<file path="src/rtl/envelope_vca.sv">
// ADSR envelope generator with PWM amplitude modulation of a 1-bit oscillator.
// The envelope steps on a prescaled tick; gate edges are acted on every clock.
module envelope_vca #(
    parameter int ENV_BITS     = 8,
    parameter int TICK_DIV     = 1024,
    parameter int ATTACK_STEP  = 8,
    parameter int DECAY_STEP   = 2,
    parameter int RELEASE_STEP = 1
) (
    input  logic                clk,
    input  logic                rst,
    input  logic                gate,
    input  logic                osc_in,
    input  logic [ENV_BITS-1:0] sustain_level,
    output logic                pwmout,
    output logic [ENV_BITS-1:0] env_level,
    output logic [2:0]          env_state,
    output logic                active
);

    localparam int PW  = (TICK_DIV > 2) ? $clog2(TICK_DIV) : 1;
    localparam int EW1 = ENV_BITS + 1;
    localparam int SW  = ENV_BITS + 2;

    localparam logic [PW-1:0]       PRESC_LAST = PW'(TICK_DIV - 1);
    localparam logic [ENV_BITS-1:0] LVL_MAX    = {ENV_BITS{1'b1}};
    localparam logic [EW1-1:0]      ATK_STEP   = EW1'(ATTACK_STEP);
    localparam logic [ENV_BITS-1:0] DEC_STEP   = ENV_BITS'(DECAY_STEP);
    localparam logic [ENV_BITS-1:0] REL_STEP   = ENV_BITS'(RELEASE_STEP);
    localparam logic [SW-1:0]       DEC_STEP_W = SW'(DECAY_STEP);

    typedef enum logic [2:0] {
        ST_IDLE    = 3'd0,
        ST_ATTACK  = 3'd1,
        ST_DECAY   = 3'd2,
        ST_SUSTAIN = 3'd3,
        ST_RELEASE = 3'd4
    } env_state_t;

    env_state_t          state_q,   state_d;
    logic [ENV_BITS-1:0] level_q,   level_d;
    logic [ENV_BITS-1:0] pwm_cnt_q, pwm_cnt_d;
    logic [PW-1:0]       presc_q,   presc_d;
    logic                gate_q,    gate_d;
    logic                active_q,  active_d;
    logic                pwmout_q,  pwmout_d;

    logic                tick_s;
    logic                rise_s;
    logic                fall_s;
    logic [EW1-1:0]      atk_sum_s;
    logic signed [SW-1:0] dec_diff_s;
    logic signed [SW-1:0] sus_wide_s;

    // Prescaler, gate edge detect, PWM carrier and modulated output.
    always_comb begin
        tick_s = (presc_q == PRESC_LAST);
        if (tick_s) begin
            presc_d = '0;
        end else begin
            presc_d = presc_q + PW'(1);
        end
        gate_d    = gate;
        rise_s    = gate & ~gate_q;
        fall_s    = ~gate & gate_q;
        pwm_cnt_d = pwm_cnt_q + ENV_BITS'(1);
        pwmout_d  = osc_in & (pwm_cnt_q < level_q);
    end

    // Envelope state machine; gate events pre-empt the tick step in the same clock.
    always_comb begin
        state_d    = state_q;
        level_d    = level_q;
        atk_sum_s  = {1'b0, level_q} + ATK_STEP;
        dec_diff_s = $signed({2'b00, level_q}) - $signed(DEC_STEP_W);
        sus_wide_s = $signed({2'b00, sustain_level});
        if (rise_s) begin
            state_d = ST_ATTACK;
        end else if (fall_s) begin
            if ((state_q == ST_ATTACK) || (state_q == ST_DECAY) || (state_q == ST_SUSTAIN)) begin
                state_d = ST_RELEASE;
            end else begin
                state_d = state_q;
            end
        end else begin
            case (state_q)
                ST_IDLE: begin
                    level_d = '0;
                end
                ST_ATTACK: begin
                    if (!tick_s) begin
                        level_d = level_q;
                    end else if (atk_sum_s >= {1'b0, LVL_MAX}) begin
                        level_d = LVL_MAX;
                        state_d = ST_DECAY;
                    end else begin
                        level_d = atk_sum_s[ENV_BITS-1:0];
                    end
                end
                ST_DECAY: begin
                    // Signed compare keeps a step below zero from wrapping past sustain.
                    if (!tick_s) begin
                        level_d = level_q;
                    end else if (dec_diff_s <= sus_wide_s) begin
                        level_d = sustain_level;
                        state_d = ST_SUSTAIN;
                    end else begin
                        level_d = level_q - DEC_STEP;
                    end
                end
                ST_SUSTAIN: begin
                    level_d = sustain_level;
                end
                ST_RELEASE: begin
                    if (!tick_s) begin
                        level_d = level_q;
                    end else if (level_q <= REL_STEP) begin
                        level_d = '0;
                        state_d = ST_IDLE;
                    end else begin
                        level_d = level_q - REL_STEP;
                    end
                end
                default: begin
                    level_d = '0;
                    state_d = ST_IDLE;
                end
            endcase
        end
        active_d = (state_d != ST_IDLE);
    end

    // State registers with synchronous reset.
    always_ff @(posedge clk) begin
        if (rst) begin
            state_q   <= ST_IDLE;
            level_q   <= '0;
            pwm_cnt_q <= '0;
            presc_q   <= '0;
            gate_q    <= 1'b0;
            active_q  <= 1'b0;
            pwmout_q  <= 1'b0;
        end else begin
            state_q   <= state_d;
            level_q   <= level_d;
            pwm_cnt_q <= pwm_cnt_d;
            presc_q   <= presc_d;
            gate_q    <= gate_d;
            active_q  <= active_d;
            pwmout_q  <= pwmout_d;
        end
    end

    assign pwmout    = pwmout_q;
    assign env_level = level_q;
    assign env_state = state_q;
    assign active    = active_q;

endmodule

</file>
<file path="config.mk">
export PLATFORM = sky130hd
export DESIGN_NAME = envelope_vca
export DESIGN_NICKNAME = d
export VERILOG_FILES = /design/src/rtl/envelope_vca.sv
export SDC_FILE = /design/constraint.sdc
export NUM_CORES = 1
export LEC_CHECK = 0
export CORE_AREA = 5 5 90 92
export CTS_CLUSTER_SIZE = 40
export DETAILED_ROUTE_END_ITERATION = 12
export DIE_AREA = 0 0 95 97
export PLACE_DENSITY_LB_ADDON = 0.2
export SYNTH_ARGS = -nofsm -noshare
export SYNTH_HDL_FRONTEND = slang
export SYNTH_SLANG_ARGS = --single-unit
</file>
<file path="constraint.sdc">
create_clock -name clk -period 4.3 [get_ports clk]
set_input_delay 0.86 -clock clk [delete_from_list [all_inputs] [get_ports clk]]
set_output_delay 0.86 -clock clk [all_outputs]
set_load 0.02 [all_outputs]
</file>
==> flow_summary.ini, run 1 <==
[synthesis]
synthArstFlopShare_pct = 0
synth.avg_cell_area_um2 = 8.14
synth_cells = 302
syn-cell-area_um2 = 2460
ys_warn_count = 0
synth-seq-cells = 32
ys_types = 58
seq_area_frac_synth_pct = 26.1
synth_edf_count = 0
syn_nets = 342
synth_ff_type = dfxtp_1

[critical_path]
timing.rr.start = env_level[1]
cp_data_required_time_ns = 4.48
end_kind = flip-flop
cp_max_fo = 10
reg2reg_depth = 13
worst_path_largest_cell_delay_ns = 0.53
cp_num_buf_inv = 2
cp_common_cell = ha_1
cp_top_family = compound AO/OA/AOI/OAI gates
r2r-end = active
critPathArrivalTime_ns = 3.51
path_class = flip-flop to flip-flop
start_kind = flip-flop
crit_chain = inv_1 > ha_1 > nand2b_1 > nand2_1 > xnor2_1 > ha_1 > o21ai_0 > o21a_1 > a211oi_4 > buf_4 > and4b_1 > a311o_1 > a211o_1
regToRegSetupSlack_ns = 0.97
cpMaxStageDelayCell = dfxtp_1

[timing]
slew_violations = 0
min_period_over_period_pct = 77.5
slew_headroom_pct = 55.4
clock_skew_ns = 0.00515
hold_viol_final = 0
hold-worst-slack_ns = 0.466
fmax_mhz = 300
setup_tns_ns = 0
rsz0062_at_grt = false
timing.final.crit_period_ns = 3.33
worstMarginPinSlew_ns = 0.668
finalSetupViolations = 0

[layout]
seq_area_um2 = 641
final_cell_mix = 33 x nor2_1, 32 x dfxtp_1, 28 x ha_1
layout_commonest_cell = nor2_1
multi_input_area_um2 = 1690
fillers = 749
layout-area-overhead-vs-synth_pct = 17.3
diodes = 0
drive_gt1_share_pct = 7.38
final_nets = 364

[status]
outcome = completed

[drt]
remaining_drc_errors = 0
vias = 2216
drtAntennaViolNets = 0
viasPerCell = 5.23
drtIter0Drc = 161
avgRoutedWirePerCell_um = 15.1
firstDrtPassIters = 5
drt-total-wl_um = 6400

[global_route]
first_global_vias = 2152
grt_overflow_total = 0
track_usage_pct = 14.4
antenna_found_initial = 0
grt_start_max_net_pins = 24
grt_first_pass_wirelength_um = 10600

[hold_path]
hold_start = pwm_cnt_q[0]
holdPathStages = 1
holdPathEnd = pwm_cnt_q[0]
hold_path.class = flip-flop to flip-flop

[clocking]
cts_tree = built
cts-htree-levels = 2
clock_latency_ns = 0.29
cts_hold_buf = 0
post_cts_buffers = 0
cts_made_buffers = 5
clock_sinks = 32
cts_buffer_depth = 2
cts_resized = 0
cts-root-buf = clkbuf_8
clk_pin_slew_ns = 0.07

[place]
globalplace.congestion = 0.897
io_buffers = 24
dpl.hpwl_um = 4870

[floorplan]
die_area_um2 = 9220
rows = 31
start_util_pct = 34.4
die_w_um = 95
die_h_um = 97
io_pins = 25
core-area_um2 = 7140

[flow_run]
max-cap-violations = 0

[pwr]
power_density_nw_per_um2 = 234
leakagePower_uw = 0.00111
peakVddDrop_mv = 0.0958
## layout make-up
class	count	area share, %
repair buffers	27	9.11
flip-flops and latches	32	22.2
multi-input cells	238	58.7
well taps	99	4.30
clock inverters	3	0.651
inverters	20	2.60
clock buffers	5	2.39
## power breakdown
| group | switching [uW] | leakage (uW) | total [uW] | internal, uW |
|---|---|---|---|---|
| combinational | 65.3 | 0.000801 | 122 | 56.9 |
| clock | 122 | 0.0000479 | 235 | 113 |
| sequential | 12.7 | 0.000260 | 318 | 306 |
## sequential cells by signal, summed over array words and instances, names as in the netlist
name	cells
active	1
env_state	3
gate_q	1
env_level	8
pwm_cnt_q	8
presc_q	10
pwmout	1
## how the worst max path moves through the flow
stage	endpoint	from	depth (start not counted)	slack [ns]
5_1_grt	env_level[5]	env_level[2]	13	0.74
2_1_floorplan	active	env_level[2]	13	1.05
3_5_place_dp	active	sustain_level[6]	10	0.94
3_3_place_gp	active	sustain_level[6]	10	0.97
6_report	active	env_level[1]	13	0.97
4_1_cts	active	env_level[1]	13	1.0
## Yosys cell counts, drive strengths merged (5+ instances only)
library cell,n,area [um^2]
nor2,33,124
dfxtp,32,641
ha,28,350
inv,20,75.1
nand2,17,63.8
a21oi,16,83.8
nand3,15,75.1
xnor2,15,131
xor2,11,96.3
nor3,10,50.1
o21ai,9,52.6
a211oi,8,72.6
clkbuf,8,30.0
and3,7,43.8
nand2b,6,37.5
o22ai,5,31.3
## kinds of logic (layout without fill, tap and decap cells)
| family | after synthesis | count (layout) | synth area share (%) |
|---|---|---|---|
| buf+inv | 32 | 55 | 5.09 |
| compound gates | 73 | 73 | 21.5 |
| fa+ha+maj | 28 | 28 | 14.2 |
| xor+xnor | 26 | 26 | 9.26 |
| simple gates | 108 | 108 | 22.6 |
| mux | 3 | 3 | 1.27 |
| flops | 32 | 32 | 26.1 |
## stage by stage
step / std cells / area [um^2] / power (uW) / setup WS [ns] / util (%)
2_1_floorplan: 302 / 2460 / 404 / 1.05 / -
3_3_place_gp: 416 / 2800 / 447 / 0.974 / 39.2
3_5_place_dp: 416 / 2800 / 447 / 0.939 / 39.2
4_1_cts: 424 / 2880 / 685 / 0.998 / 40.4
5_1_grt: 424 / 2880 / 714 / 0.738 / 40.4
6_report: 424 / 2880 / 675 / 0.969 / 40.4
## worst register-to-register path, stage by stage (launching register included)
cell and delay [ns]:
dfxtp_1 0.53, inv_1 0.19, ha_1 0.30, nand2b_1 0.18, nand2_1 0.08, xnor2_1 0.09, ha_1 0.32, o21ai_0 0.09
o21a_1 0.21, a211oi_4 0.23, buf_4 0.20, and4b_1 0.20, a311o_1 0.33, a211o_1 0.27
## routing by layer
layer  GRT usage [%]  wire (um)  vias up
met4            4.88        158        0
met1            19.5       2980      990
met3            3.10        409       14
li1                -          -     1133
met2            22.4       2860       79
met5               0          0        -
Note: power is estimated with default switching activity, not from simulation.
==> run 2, diff against run 1 <==
==> constraint.sdc (replaced) <==
create_clock -name clk -period 3.2 [get_ports clk]
set_input_delay 0.64 -clock clk [delete_from_list [all_inputs] [get_ports clk]]
set_output_delay 0.64 -clock clk [all_outputs]
set_load 0.02 [all_outputs]
==> flow_summary.ini, run 2 (synthesis results as in run 1) <==
[status]
outcome = completed

[clocking]
post_cts_buffers = 0
cts_hold_buf = 0
cts_tree = built
clock_latency_ns = 0.30
cts-root-buf = clkbuf_8
clock_sinks = 32
cts_buffer_depth = 2
cts-htree-levels = 2
cts_made_buffers = 5
clk_pin_slew_ns = 0.08
cts_resized = 0

[floorplan]
io_pins = 25
rows = 31
die_w_um = 95
start_util_pct = 34.4
die_area_um2 = 9220
die_h_um = 97
core-area_um2 = 7140

[place]
globalplace.congestion = 0.976
dpl.hpwl_um = 5460
io_buffers = 24
dp_slack_ns = 0.156

[pwr]
pwr-share-seq_pct = 41.7
leakagePower_uw = 0.00118
p_sw_share_pct = 28.5
clock_power_share_pct = 41.1
peakVddDrop_mv = 0.167
p_switching_uw = 289
power_density_nw_per_um2 = 339
internal_power_uw = 726
p_comb_share_pct = 17.2

[drt]
avgRoutedWirePerCell_um = 15.9
remaining_drc_errors = 0
firstDrtPassIters = 4
drtIter0Drc = 237
viasPerCell = 5.48
vias = 2390
drtAntennaViolNets = 0
drt-total-wl_um = 6950

[timing]
hold_viol_final = 0
rsz0062_at_grt = false
clock_skew_ns = 0.00602
fmax_mhz = 340
min_period_over_period_pct = 92.0
slew_headroom_pct = 57.9
setup_tns_ns = 0
slew_violations = 0
finalSetupViolations = 0
fin_ws_ns = 0.255
worstMarginPinSlew_ns = 0.631
timing.final.crit_period_ns = 2.95

[layout]
layout-area-overhead-vs-synth_pct = 22.0
layout_commonest_cell = nor2_1
largest_reg_flops = 10
fin_util_pct = 42.0
fillers = 762
diodes = 0
final_cell_mix = 33 x nor2_1, 32 x dfxtp_1, 28 x ha_1
final_nets = 376
top_register = presc_q
drive_gt1_share_pct = 11.0

[critical_path]
end_kind = flip-flop
cp_data_required_time_ns = 3.40
start_kind = flip-flop
critPathArrivalTime_ns = 3.14
path_class = flip-flop to flip-flop
cp_max_fo = 7

[flow_run]
max-cap-violations = 0

[hold_path]
hold_path.class = flip-flop to flip-flop

[global_route]
grt_first_pass_wirelength_um = 11800
first_global_vias = 2395
antenna_found_initial = 0
grt_start_max_net_pins = 18
track_usage_pct = 15.9
grt_overflow_total = 0
==> run 2: metrics by stage <==
stage / std cells / power (uW) / area (um^2) / hold WS, ns
finish: 436 / 1020 / 3000 / 0.454
global route: 436 / 1060 / 3000 / 0.491
CTS: 436 / 1030 / 3000 / 0.460
detailed placement: 428 / 607 / 2890 / 0.442
global placement: 428 / 607 / 2890 / 0.441
floorplan: 302 / 543 / 2460 / 0.421
==> run 2: path summary, 6_finish.rpt <==
check | start | end | slack, ns | depth (start not counted)
hold / removal | pwm_cnt_q[0] | pwm_cnt_q[0] | 0.45 | 1
hold reg to reg | pwm_cnt_q[0] | pwm_cnt_q[0] | 0.45 | 1
setup / recovery | env_level[3] | active | 0.25 | 12
setup reg to reg | env_level[3] | active | 0.25 | 12
==> run 2: layer usage <==
layer,vias up,track usage [%],wire [um]
li1,1159,-,-
met5,-,0,0
met4,0,6.66,218
met3,22,3.41,474
met2,88,24.7,3220
met1,1121,20.9,3040
==> run 2: power groups by stage <==
stage	clock network, uW	registers [uW]	logic [uW]
after floorplan	0	436	107
after global placement	0	433	174
after detailed placement	0	433	174
after CTS	427	424	175
after global routing	440	426	195
final	417	424	175
==> run 2: cell type report <==
type | instances | area [um^2] | area share [%]
clock buffers | 5 | 68.8 | 2.29
clock inverters | 3 | 46.3 | 1.54
inverters | 20 | 75.1 | 2.50
multi-input cells | 238 | 1690 | 56.4
flip-flops and latches | 32 | 641 | 21.4
well taps | 99 | 124 | 4.13
repair buffers | 39 | 353 | 11.8
==> run 2: critical path: stages, from the launching register on <==
cell and delay, ns:
dfxtp_1 0.44, inv_2 0.12, ha_1 0.23, nand2b_1 0.09, nand2_1 0.07, xnor2_1 0.15
ha_1 0.32, nand4_1 0.12, a21o_1 0.20, a211oi_4 0.28, and4b_1 0.23, a311o_1 0.33
a211o_1 0.26
==> run 3, diff against run 2 <==
--- a/config.mk
+++ b/config.mk
@@ -5,10 +5,12 @@
 export SDC_FILE = /design/constraint.sdc
 export NUM_CORES = 1
 export LEC_CHECK = 0
-export CORE_AREA = 5 5 90 92
+export ABC_AREA = 1
+export ABC_CLOCK_PERIOD_IN_PS = 3200
+export CORE_AREA = 5 5 91 93
 export CTS_CLUSTER_SIZE = 40
 export DETAILED_ROUTE_END_ITERATION = 12
-export DIE_AREA = 0 0 95 97
+export DIE_AREA = 0 0 96 98
 export PLACE_DENSITY_LB_ADDON = 0.2
 export SYNTH_ARGS = -nofsm -noshare
 export SYNTH_HDL_FRONTEND = slang
==> flow_summary.ini, run 3 <==
[status]
outcome = completed

[pwr]
power_density_nw_per_um2 = 365
pwr-share-seq_pct = 39.7
p_sw_share_pct = 30.6
internal_power_uw = 749
clock_power_share_pct = 35.6
p_switching_uw = 331
finalPower_uw = 1080
leakagePower_uw = 0.00134
p_comb_share_pct = 24.7
peakVddDrop_mv = 0.252

[clocking]
cts_hold_buf = 0
cts_buffer_depth = 2
clock_latency_ns = 0.28
cts_made_buffers = 5
cts_tree = built
clk_pin_slew_ns = 0.07
clock_sinks = 32
cts-htree-levels = 2
cts-root-buf = clkbuf_8
cts_resized = 0
post_cts_buffers = 0

[floorplan]
die_w_um = 96
rows = 32
core-area_um2 = 7450
start_util_pct = 33.3
die_h_um = 98
die_area_um2 = 9410
io_pins = 25

[critical_path]
cpMaxStageDelayCell = dfxtp_1
cp_top_family = simple AND/OR/NAND/NOR gates
crit_chain = inv_1 > ha_1 > a21boi_1 > nand3_1 > xor2_1 > ha_1 > a41oi_4 > nand2_2 > nand3_1 > nand2_1 > nand2_1 > nand2_1 > nand2_1 > nand2_1
path_class = flip-flop to flip-flop
end_kind = flip-flop
worst_path_largest_cell_delay_ns = 0.44
cp_common_cell = nand2_1
start_kind = flip-flop
cp_data_required_time_ns = 3.38
critPathArrivalTime_ns = 3.01
cp_num_buf_inv = 1
cp_max_fo = 9

[synthesis]
syn_nets = 400
syn-cell-area_um2 = 2480
post-synth-top-count-cell = nand2_1
yosys-top-cells-count = 65 x nand2_1, 56 x inv_1, 36 x nand3_1
yosys.area.top_type_share_pct = 25.9
synthArstFlopShare_pct = 0
synth_cells = 360
ys_types = 36
synth_area_leaders = dfxtp_1 26%, ha_1 14%, nand2_1 9.8%, inv_1 8.5%, nand3_1 7.3%
synth_ff_type = dfxtp_1
synth.avg_cell_area_um2 = 6.88
synth-seq-cells = 32
synth_edf_count = 0
ys_warn_count = 0
seq_area_frac_synth_pct = 25.9
synth_top_area_cell = dfxtp_1

[layout]
drive_gt1_share_pct = 7.42
top_register = presc_q
final_nets = 430
layout-area-overhead-vs-synth_pct = 19.5
layout_commonest_cell = nand2_1
final_cell_mix = 65 x nand2_1, 56 x inv_1, 36 x nand3_1
fin_util_pct = 39.8
diodes = 0
largest_reg_flops = 10

[global_route]
antenna_found_initial = 0
grt_start_max_net_pins = 18
first_global_vias = 2335
grt_overflow_total = 0
track_usage_pct = 13.6
grt_first_pass_wirelength_um = 10400

[timing]
setup_tns_ns = 0
worstMarginPinSlew_ns = 0.988
slew_violations = 0
fmax_mhz = 353
timing.final.crit_period_ns = 2.83
hold_viol_final = 0
min_period_over_period_pct = 88.4
slew_headroom_pct = 33.9
finalSetupViolations = 0
rsz0062_at_grt = false
clock_skew_ns = 0.00435

[place]
dpl.hpwl_um = 4930
globalplace.congestion = 0.897
io_buffers = 24

[drt]
remaining_drc_errors = 0
vias = 2349
drtIter0Drc = 78
avgRoutedWirePerCell_um = 12.3
viasPerCell = 4.76
drtAntennaViolNets = 0
firstDrtPassIters = 4
drt-total-wl_um = 6070

[hold_path]
hold_path.class = flip-flop to flip-flop

[flow_run]
max-cap-violations = 0
run 3: worst reg2reg max path, delay by kind of cell, from the launching register on:
kind,cells,cell delay (ns)
AND/OR/NAND/NOR,8,0.73
AO/OA/AOI/OAI,2,0.58
adder cells (fa/ha/maj),2,0.56
flip-flops,1,0.44
XOR/XNOR,1,0.22
buffers and inverters,1,0.20
run 3: power by group through the flow:
stage	logic, uW	registers (uW)	clock network (uW)
2_1_floorplan	180	444	0
3_3_place_gp	264	437	0
3_5_place_dp	267	437	0
4_1_cts	269	428	399
5_1_grt	305	431	417
6_report	267	428	384
run 3: final cells by class:
class / instances / area, um^2
Fill cell: 821 / 4490
Multi-Input combinational cell: 263 / 1590
Sequential cell: 32 / 641
Timing Repair Buffer: 28 / 270
Inverter: 60 / 225
Tap cell: 102 / 128
Clock buffer: 5 / 68.8
Clock inverter: 3 / 42.5
run 3: kinds of logic (layout without fill, tap and decap cells):
logic type	count (synthesis)	count (layout)	share of synthesized area, %
and+or+nand+nor	171	171	32.4
buffers and inverters	65	96	10.2
AOI/OAI and AO/OA	47	47	11.4
DFF	32	32	25.9
adders and majority gates	28	28	14.1
xor gates and xnor gates	17	17	6.01
run 3: layer usage:
layer / part of all wire, % / track usage [%]
met2: 48 / 22.9
met5: 0 / 0
met1: 47 / 17.0
met4: 2.0 / 4.60
met3: 3.6 / 2.77
run 3: stage by stage:
stage	worst slack (ns)	instances	instance area [um^2]	hold WS [ns]
after floorplan	0.488	360	2480	0.418
after global placement	0.408	485	2850	0.433
after detailed placement	0.298	485	2850	0.439
after CTS	0.285	493	2960	0.454
after global routing	0.0875	493	2960	0.496
final	0.371	493	2960	0.452
run 3: worst paths after layout:
check / start / end / slack [ns] / cells after the start
max reg2reg: env_level[3] / active / 0.37 / 14
min: presc_q[0] / presc_q[0] / 0.45 / 1
max: env_level[3] / active / 0.37 / 14
min reg2reg: presc_q[0] / presc_q[0] / 0.45 / 1
